--- src/rtl/lpc_pkg.sv ---
// Shared LPC target definitions: FSM state encoding, CYCTYPE values,
// SYNC codes and the turn-around nibble.
package lpc_pkg;

  typedef enum logic [3:0] {
    ST_IDLE,
    ST_CYC,
    ST_ADDR3,
    ST_ADDR2,
    ST_ADDR1,
    ST_ADDR0,
    ST_WDAT0,
    ST_WDAT1,
    ST_HTAR0,
    ST_HTAR1,
    ST_SYNC,
    ST_RDAT0,
    ST_RDAT1,
    ST_PTAR0,
    ST_PTAR1
  } lpc_state_e;

  localparam logic [3:0] LAD_START  = 4'b0000;
  localparam logic [3:0] CYC_IO_RD  = 4'b0000;
  localparam logic [3:0] CYC_IO_WR  = 4'b0010;
  localparam logic [3:0] SYNC_READY = 4'b0000;
  localparam logic [3:0] SYNC_LWAIT = 4'b0110;
  localparam logic [3:0] SYNC_ERR   = 4'b1010;
  localparam logic [3:0] LAD_TAR    = 4'b1111;

  localparam logic [15:0] POST_PORT = 16'h0080;

endpackage

--- src/rtl/lpc_post_fifo.sv ---
// Port-80 POST code FIFO with a registered head and a sticky overflow flag.
module lpc_post_fifo #(
  parameter int DEPTH = 8
) (
  input  logic       clk,
  input  logic       rst,
  input  logic       i_push,
  input  logic [7:0] i_data,
  input  logic       i_pop,
  input  logic       i_ovf_clr,
  output logic [7:0] o_data,
  output logic       o_valid,
  output logic       o_ovf
);

  localparam int PW = $clog2(DEPTH);
  localparam logic [PW:0] FULL_CNT = (PW+1)'(DEPTH);
  localparam logic [PW:0] ONE_CNT  = (PW+1)'(1);

  logic [7:0]    r_mem [DEPTH];
  logic [PW-1:0] r_wptr;
  logic [PW-1:0] r_rptr;
  logic [PW:0]   r_count;
  logic [7:0]    r_head;
  logic          r_ovf;
  logic [PW-1:0] w_rptr_nxt;
  logic          w_full;
  logic          w_do_pop;
  logic          w_do_push;
  logic          w_ovf_evt;

  assign w_full     = (r_count == FULL_CNT);
  assign w_do_pop   = i_pop && (r_count != '0);
  // A pop in the same cycle frees the slot, so a full FIFO still accepts.
  assign w_do_push  = i_push && (!w_full || w_do_pop);
  assign w_ovf_evt  = i_push && w_full && !w_do_pop;
  assign w_rptr_nxt = r_rptr + 1'b1;

  always_ff @(posedge clk) begin
    if (w_do_push) r_mem[r_wptr] <= i_data;
  end

  always_ff @(posedge clk or posedge rst) begin
    if (rst) begin
      r_wptr  <= '0;
      r_rptr  <= '0;
      r_count <= '0;
      r_head  <= '0;
      r_ovf   <= 1'b0;
    end else begin
      if (w_do_push) r_wptr <= r_wptr + 1'b1;
      if (w_do_pop)  r_rptr <= w_rptr_nxt;
      r_count <= r_count + {{PW{1'b0}}, w_do_push} - {{PW{1'b0}}, w_do_pop};
      if (w_do_pop) begin
        if (r_count > ONE_CNT) r_head <= r_mem[w_rptr_nxt];
        else if (w_do_push)    r_head <= i_data;
      end else if (w_do_push && (r_count == '0)) begin
        r_head <= i_data;
      end
      if (w_ovf_evt)      r_ovf <= 1'b1;
      else if (i_ovf_clr) r_ovf <= 1'b0;
    end
  end

  assign o_data  = r_head;
  assign o_valid = (r_count != '0);
  assign o_ovf   = r_ovf;

endmodule

--- src/rtl/lpc_io_target.sv ---
// LPC IO-cycle target: register window with read/write strobes and long-wait
// SYNC, plus a port-80 POST code capture FIFO.
module lpc_io_target
  import lpc_pkg::*;
#(
  parameter logic [15:0] BASE_ADDR  = 16'h0800,
  parameter int          NUM_REGS   = 32,
  parameter int          POST_DEPTH = 8,
  parameter int          WAIT_MAX   = 15,
  localparam int         AW         = $clog2(NUM_REGS)
) (
  input  logic          LpcClock,
  input  logic          PciReset,
  input  logic          LpcFrame,
  input  logic [3:0]    LpcAdIn,
  output logic [3:0]    LpcAdOut,
  output logic          LpcAdOe,
  output logic          RegWr,
  output logic          RegRd,
  output logic [AW-1:0] RegAddr,
  output logic [7:0]    RegWrData,
  input  logic [7:0]    RegRdData,
  input  logic          RegReady,
  output logic [7:0]    PostData,
  output logic          PostValid,
  input  logic          PostPop,
  output logic          PostOvf,
  input  logic          PostOvfClr
);

  localparam logic [16:0] WIN_LO = {1'b0, BASE_ADDR};
  localparam logic [16:0] WIN_HI = WIN_LO + 17'(NUM_REGS) - 17'd1;

  lpc_state_e    r_state;
  logic          r_is_wr;
  logic          r_p80;
  logic [11:0]   r_addr_hi;
  logic [3:0]    r_wd_lo;
  logic [3:0]    r_rd_hi;
  logic [7:0]    r_wait_cnt;
  logic          r_sync_done;
  logic          r_sync_err;
  logic [3:0]    r_lad_out;
  logic          r_oe;
  logic          r_reg_wr;
  logic          r_reg_rd;
  logic          r_push;
  logic [AW-1:0] r_reg_addr;
  logic [7:0]    r_reg_wr_data;

  logic [15:0]   w_addr;
  logic [AW-1:0] w_offset;
  logic          w_win_hit;
  logic          w_p80_hit;

  assign w_addr    = {r_addr_hi, LpcAdIn};
  assign w_offset  = AW'(w_addr - BASE_ADDR);
  assign w_win_hit = ({1'b0, w_addr} >= WIN_LO) && ({1'b0, w_addr} <= WIN_HI);
  assign w_p80_hit = r_is_wr && (w_addr == POST_PORT);

  // Outputs are registered: each branch sets the values for the state it enters.
  always_ff @(posedge LpcClock or posedge PciReset) begin
    if (PciReset) begin
      r_state       <= ST_IDLE;
      r_is_wr       <= 1'b0;
      r_p80         <= 1'b0;
      r_addr_hi     <= '0;
      r_wd_lo       <= '0;
      r_rd_hi       <= '0;
      r_wait_cnt    <= '0;
      r_sync_done   <= 1'b0;
      r_sync_err    <= 1'b0;
      r_lad_out     <= LAD_TAR;
      r_oe          <= 1'b0;
      r_reg_wr      <= 1'b0;
      r_reg_rd      <= 1'b0;
      r_push        <= 1'b0;
      r_reg_addr    <= '0;
      r_reg_wr_data <= '0;
    end else begin
      r_reg_wr  <= 1'b0;
      r_reg_rd  <= 1'b0;
      r_push    <= 1'b0;
      r_oe      <= 1'b0;
      r_lad_out <= LAD_TAR;
      if (!LpcFrame && (r_state != ST_IDLE) && (r_state != ST_CYC)) begin
        r_state    <= (LpcAdIn == LAD_START) ? ST_CYC : ST_IDLE;
        r_wait_cnt <= '0;
      end else begin
        case (r_state)
          ST_IDLE: begin
            r_wait_cnt <= '0;
            if (!LpcFrame && (LpcAdIn == LAD_START)) r_state <= ST_CYC;
          end
          ST_CYC: begin
            if (!LpcFrame) begin
              if (LpcAdIn != LAD_START) r_state <= ST_IDLE;
            end else if ((LpcAdIn == CYC_IO_RD) || (LpcAdIn == CYC_IO_WR)) begin
              r_is_wr <= (LpcAdIn == CYC_IO_WR);
              r_state <= ST_ADDR3;
            end else begin
              r_state <= ST_IDLE;
            end
          end
          ST_ADDR3: begin r_addr_hi[11:8] <= LpcAdIn; r_state <= ST_ADDR2; end
          ST_ADDR2: begin r_addr_hi[7:4]  <= LpcAdIn; r_state <= ST_ADDR1; end
          ST_ADDR1: begin r_addr_hi[3:0]  <= LpcAdIn; r_state <= ST_ADDR0; end
          ST_ADDR0: begin
            if (w_p80_hit) begin
              r_p80   <= 1'b1;
              r_state <= ST_WDAT0;
            end else if (w_win_hit) begin
              r_p80      <= 1'b0;
              r_reg_addr <= w_offset;
              r_state    <= r_is_wr ? ST_WDAT0 : ST_HTAR0;
            end else begin
              r_state <= ST_IDLE;
            end
          end
          ST_WDAT0: begin r_wd_lo <= LpcAdIn; r_state <= ST_WDAT1; end
          ST_WDAT1: begin r_reg_wr_data <= {LpcAdIn, r_wd_lo}; r_state <= ST_HTAR0; end
          ST_HTAR0: begin
            r_state <= ST_HTAR1;
            if (r_p80)        r_push   <= 1'b1;
            else if (r_is_wr) r_reg_wr <= 1'b1;
            else              r_reg_rd <= 1'b1;
          end
          ST_HTAR1: begin
            r_state    <= ST_SYNC;
            r_oe       <= 1'b1;
            r_sync_err <= 1'b0;
            if (RegReady || r_p80) begin
              r_lad_out   <= SYNC_READY;
              r_sync_done <= 1'b1;
            end else begin
              r_lad_out   <= SYNC_LWAIT;
              r_sync_done <= 1'b0;
              r_wait_cnt  <= 8'd1;
            end
          end
          ST_SYNC: begin
            r_oe <= 1'b1;
            if (r_sync_done) begin
              r_wait_cnt <= '0;
              if (!r_sync_err && !r_is_wr) begin
                r_lad_out <= RegRdData[3:0];
                r_rd_hi   <= RegRdData[7:4];
                r_state   <= ST_RDAT0;
              end else begin
                r_state <= ST_PTAR0;
              end
            end else if (RegReady) begin
              r_lad_out   <= SYNC_READY;
              r_sync_done <= 1'b1;
            end else if (r_wait_cnt == 8'(WAIT_MAX)) begin
              r_lad_out   <= SYNC_ERR;
              r_sync_done <= 1'b1;
              r_sync_err  <= 1'b1;
            end else begin
              r_lad_out  <= SYNC_LWAIT;
              r_wait_cnt <= r_wait_cnt + 8'd1;
            end
          end
          ST_RDAT0: begin r_oe <= 1'b1; r_lad_out <= r_rd_hi; r_state <= ST_RDAT1; end
          ST_RDAT1: begin r_oe <= 1'b1; r_state <= ST_PTAR0; end
          ST_PTAR0: r_state <= ST_PTAR1;
          ST_PTAR1: r_state <= ST_IDLE;
          default:  r_state <= ST_IDLE;
        endcase
      end
    end
  end

  lpc_post_fifo #(
    .DEPTH(POST_DEPTH)
  ) u_post_fifo (
    .clk       (LpcClock),
    .rst       (PciReset),
    .i_push    (r_push),
    .i_data    (r_reg_wr_data),
    .i_pop     (PostPop),
    .i_ovf_clr (PostOvfClr),
    .o_data    (PostData),
    .o_valid   (PostValid),
    .o_ovf     (PostOvf)
  );

  assign LpcAdOut  = r_lad_out;
  assign LpcAdOe   = r_oe;
  assign RegWr     = r_reg_wr;
  assign RegRd     = r_reg_rd;
  assign RegAddr   = r_reg_addr;
  assign RegWrData = r_reg_wr_data;

endmodule

--- config.mk ---
export PLATFORM = sky130hd
export DESIGN_NAME = lpc_io_target
export DESIGN_NICKNAME = d
export VERILOG_FILES = /design/src/rtl/lpc_pkg.sv /design/src/rtl/lpc_post_fifo.sv /design/src/rtl/lpc_io_target.sv
export SDC_FILE = /design/constraint.sdc
export NUM_CORES = 1
export LEC_CHECK = 0
export BUFFER_PORTS_ARGS = -buffer_cell sky130_fd_sc_hd__buf_2
export CORE_ASPECT_RATIO = 1.4
export CORE_MARGIN = 2
export CORE_UTILIZATION = 45
export DETAILED_ROUTE_END_ITERATION = 12
export GPL_ROUTABILITY_DRIVEN = 0
export GPL_TIMING_DRIVEN = 1
export SKIP_CTS_REPAIR_TIMING = 1
export SLEW_MARGIN = 0
export SYNTH_ARGS = -nofsm -noshare
export SYNTH_HDL_FRONTEND = slang
export SYNTH_SLANG_ARGS = --single-unit
--- constraint.sdc ---
create_clock -name LpcClock -period 3.7 [get_ports LpcClock]
set_input_delay 0.185 -clock LpcClock [delete_from_list [all_inputs] [get_ports LpcClock]]
set_output_delay 0.185 -clock LpcClock [all_outputs]
set_load 0.05 [all_outputs]
Word level (Yosys, flattened, before mapping)
Memory sizes are Yosys's and may differ from the RTL's.
Index checks and enable logic that the tools add are counted.
- flip-flop bits (word level): 76
- latch bits: 0
- RAM bits: 64
- memory bits (read-only): 0
- bits of input ports: 18
- output and inout bits: 30
- logic and storage cells: 165
- memories: 1
- add/sub/neg operators: 6
- multipliers: 0
- div/mod/pow operators: 0
- order comparisons: 3
- equality and inequality tests: 28
- shifts and indexed selects: 0
- muxes and demuxes: 57
- bitwise operators: 2
- reductions and logical operators: 45
- memories (name ; depth ; width ; rd ports ; clocked after Yosys merged registers in ; write ports ; line ; source):
    u_post_fifo.r_mem ; 8 ; 8 ; 1 ; 0 ; 1 ; lpc_post_fifo.sv:20 ; logic [7:0] r_mem [DEPTH];
- operator list (cell ; number):
    $mux 8 ; 9
    $pmux 4 s14 ; 1
    $mux 4 ; 13
    $eq 4x4->1 const B ; 7
    $mux 1 ; 27
    $pmux 8 s3 ; 1
    $eq 16x8->1 const B ; 1
    $eq 4x3->1 const B ; 4
    $ge 16x12->1 const B ; 1
    $le 16x12->1 const B ; 1
    $reduce_and 4->1 ; 4
    $reduce_bool 4->1 ; 4
    $reduce_and 2->1 ; 7
    $eq 4x2->1 const B ; 3
    $logic_not 4->1 ; 3
    $ne 3x3->1 const B ; 4
    $ne 4x4->1 const B ; 3
    $pmux 4 s3 ; 1
    $logic_and 1x1->1 ; 11
    $add 8x1->8 const B ; 1
    $eq 8x4->1 const B ; 1
    $reduce_bool 2->1 ; 4
    $add 3x1->3 const B ; 2
    $mux 3 ; 2
    other kinds (15) ; 26

Longest topological paths before layout
- word-level depth: 7
- gate-level depth with buffers: 11
- depth with buffers taken out: 11

Modules after synthesis
From an unflattened synthesis, not the netlist that was laid out.
- cells, all modules: 447
- area total of the unflattened synthesis: 6309.8 um^2
- by module, submodules not included (module ; times used ; cells an instance ; area an instance (um^2) ; seq. area each (um^2)):
    lpc_post_fifo ; 1 ; 185 ; 3515.9 ; 2397.3
    lpc_io_target ; 1 ; 262 ; 2793.9 ; 1431.4

Worst setup path before layout
OpenSTA, ideal clock, no wires.
- path kind: reg2reg
- start: reg u_post_fifo.r_count[2]
- end: reg u_post_fifo.r_count[2]
- library setup time: 0.123 ns
- data arrival time: 2.460 ns
- data required time: 3.577 ns
- setup slack: 1.118 ns
- stages on the path, launching flop included: 12
- path buffers: 0
- clock period less this slack: 2.582 ns
- cell sequence: dfrtp_1 > inv_1 > ha_1 > or3b_2 > nand2_1 > inv_1 > ha_1 > inv_1 > ha_1 > inv_1 > fa_1 > xnor2_1
- cells in the longest elaborated chain, start to end: 6
- elaborated cells between the ends (all ways): 8
- classes of those cells: add/sub (2); eq/ne (1); reduce/logical (5)
- RTL lines (element ; line ; source):
    from (decl) ; lpc_post_fifo.sv:23 ; logic [PW:0] r_count;
    from (signal assigned) ; lpc_post_fifo.sv:53 ; r_count <= r_count + {{PW{1'b0}}, w_do_push} - {{PW{1'b0}}, w_do_pop};
    $reduce_bool 4->1 (*) ; - ;
    named net PostValid ; lpc_io_target.sv:25 ; output logic PostValid,
    $logic_and 1x1->1 (*) ; lpc_post_fifo.sv:33 ; assign w_do_pop = i_pop && (r_count != '0);
    named net u_post_fifo.w_do_pop ; lpc_post_fifo.sv:28 ; logic w_do_pop;
    $logic_or 1x1->1 ; lpc_post_fifo.sv:35 ; assign w_do_push = i_push && (!w_full || w_do_pop);
    $logic_and 1x1->1 ; lpc_post_fifo.sv:35 ;
    $add 4x1->4 ; lpc_post_fifo.sv:53 ;
    $sub 4x1->4 (*) ; lpc_post_fifo.sv:53 ;
Mark *: on every way through the listed nets, which the timed path passes. The rest lies on a longest branch.
A chain may end at the register's enable or synchronous reset.

Worst setup path after layout
- start: reg u_post_fifo.r_count[2]
- end: reg u_post_fifo.r_count[2]
- cells in the longest elaborated chain, start to end: 6
- elaborated cells between the ends (all ways): 8
- classes of those cells: add/sub (2); eq/ne (1); reduce/logical (5)
- RTL lines (element ; line):
    $reduce_bool 4->1 (*) ; lpc_post_fifo.sv:33
    $logic_and 1x1->1 (*) ; lpc_post_fifo.sv:33
    named net u_post_fifo.w_do_pop ; lpc_post_fifo.sv:28
    $logic_or 1x1->1 ; lpc_post_fifo.sv:35
    $logic_and 1x1->1 ; lpc_post_fifo.sv:35
    $add 4x1->4 ; lpc_post_fifo.sv:53
    $sub 4x1->4 (*) ; lpc_post_fifo.sv:53
Marks and branches as above.

==> impl_metrics.ini <==
[sta]
worstMarginPinSlew_ps = 1010
rsz0062_at_grt = no
hold_violations = 30
max_slew_margin = 0.328
clock_skew_ps = 11.8
period_needed_ps = 2520
worst_hold_slack_ps = -13.3
setup_violations = 0
max_freq_ghz = 0.397
drv_slew = 0
period_share = 0.681
finalSetupTns_ps = 0

[clock_network]
cts_buffers = 17
clkSlewWorstSetupHoldPaths_ps = 60
numClockSinks = 140
insertion_delay_ps = 410
cts_tree = yes
clk_path_buf_depth = 2
root_buffer = clkbuf_16
h-tree-depth = 4

[placed_design]
hpwl_um = 8260
dpl_cell_area_um2 = 6530
portBuffers = 47

[route]
vias = 3703
drc = 0
ant_nets = 0
wl_per_cell_um = 16.6
wl_um = 11600
routed_via_density = 5.31
drtIter0Drc = 143
firstDrtPassIters = 4

[synth]
synth.area.top_cells = edfxtp_1 (31%), dfrtp_1 (29%), mux4_2 (5.9%), mux2_2 (5.7%), nand2_1 (2.9%)
netlist_area_um2 = 6130
synthCells = 449
synth_top_area_cell = edfxtp_1
syn_nets = 477
yosysWarnings = 0
yosysMostFrequentCell = dfrtp_1
syn_area_per_cell_um2 = 13.7
synth.top_cell.area_share = 0.313
yosys.cell_types.count = 58
synth-async-reset-ratio = 0.543
synthTopCellsByCount = dfrtp_1 (72), edfxtp_1 (64), nand2_1 (47)
synth_edf_count = 64
synthFlopType = dfrtp_1
ys_ff_latch = 140
seq_area_frac_synth = 0.624

[worst_setup_path]
worst-path-max-fanout = 3
start_kind = register
critical_path_class = register to register
reg2regPathDepth = 11
critical_path_required_ps = 3990
endpoint_kind = register
arrival_ps = 2810

[status]
status = finished, violations left
violations = negative hold slack

[die]
pin_count = 48
die_y_um = 142
coreArea_um2 = 13300
num_rows = 50
initial_core_util = 0.460
die_area_um2 = 14600
die_x_um = 103

[power]
ir_drop_uv = 299
power.density_nw_per_um2 = 584
power_mw = 4.19
p_leak_nw = 3.01

[global_route]
grtUsageTotal = 0.177
antenna_found_initial = 0
grt_pass1_wl_um = 19600
grt_max_degree = 59
overflow = 0
first_global_vias = 3884

[final_layout]
final_area_um2 = 7180
drive_above_1_share = 0.285
nets = 531
syn2layout_area_growth_pct = 17.1
diodes = 0

[run]
max-cap-violations = 0

[worst_hold_path]
hold_path.class = primary input to async pin
area by class of cell:
cell class / count / area (um^2)
fillers: 1134 / 6140
flip-flops and latches: 140 / 3830
clock inverters: 13 / 165
inverters: 15 / 57.6
well taps: 182 / 228
clock buffers: 19 / 443
repair buffers: 55 / 305
multi-input cells: 274 / 2150
registers in the layout, indices dropped and copies added, names as in the netlist, 3 cells and up:
register	count
u_post_fifo.o_data	8
u_post_fifo.r_mem	64
r_rd_hi	4
r_state	4
r_wait_cnt	8
RegAddr	5
r_wd_lo	4
LpcAdOut	4
u_post_fifo.r_count	4
r_addr_hi	12
u_post_fifo.r_wptr	3
u_post_fifo.r_rptr	3
RegWrData	8
power by group:
| part | switching, mW | internal (mW) |
|---|---|---|
| clock network | 0.632 | 1.08 |
| registers | 0.0457 | 1.68 |
| logic | 0.457 | 0.290 |
logic make-up (layout without fill, tap and decap cells):
logic type,count (synthesis),in the layout,share of synthesized area
flip-flops,140,140,0.624
AND/OR/NAND/NOR,131,131,0.109
AO/OA/AOI/OAI,72,72,0.0802
multiplexers,52,52,0.128
buffers and inverters,35,102,0.0247
adder cells (fa/ha/maj),10,10,0.0216
XOR/XNOR,9,9,0.0128
worst max-delay path, cell delays in order, from the launching register on:
cell and delay, ps:
dfrtp_1 360, inv_1 100, ha_1 190, or3b_2 480, nand2_1 140, inv_1 70
ha_1 280, inv_1 60, ha_1 160, inv_1 60, fa_1 370, xnor2_1 140
final timing paths:
check / start / to / slack (ps)
setup / recovery: u_post_fifo.r_count[2]$_DFF_PP0_ / u_post_fifo.r_count[2]$_DFF_PP0_ / 1180
hold / removal: PciReset / r_rd_hi[0]$_DFFE_PP0P_ / -10
setup reg to reg: u_post_fifo.r_count[2]$_DFF_PP0_ / u_post_fifo.r_count[2]$_DFF_PP0_ / 1180
hold reg to reg: r_wait_cnt[7]$_DFFE_PP0P_ / r_wait_cnt[7]$_DFFE_PP0P_ / 480
max in group asynchronous: PciReset / RegWrData[5]$_DFFE_PP0P_ / 2890
min in group LpcClock: RegRdData[6] / r_rd_hi[2]$_DFFE_PP0P_ / 20
metal layers:
metal	global-route usage	routed length (um)
met5	0	0
met4	0.0779	204
met1	0.200	4570
met3	0.0408	333
met2	0.313	6460
cell usage in the layout, fill, tap and decap left out, types with 5 or more instances in the layout:
master     instances
edfxtp_1          64
mux2_2            31
mux4_2            16
inv_1             14
nor3_1             7
nor2b_1            5
xnor2_1            6
nand2_1           47
o21ai_0           14
nand4_1            6
nand3_1            7
nor2_1            24
dfrtp_1           72
a21oi_1           23
clkbuf_16         17
mux2_4             5
and3_1             7
ha_1               9
buf_2             47
a221o_1            8
nand2b_1           7
stage by stage:
| stage | util | instances | setup WS (ps) |
|---|---|---|---|
| after detailed placement | 0.490 | 662 | 1190 |
| after CTS | 0.536 | 694 | 1170 |
| final | 0.539 | 698 | 1180 |
| after global placement | 0.490 | 662 | 1260 |
| after floorplan | - | 449 | 1120 |
| after global routing | 0.539 | 698 | 1030 |
(Power assumes the default switching activity.)
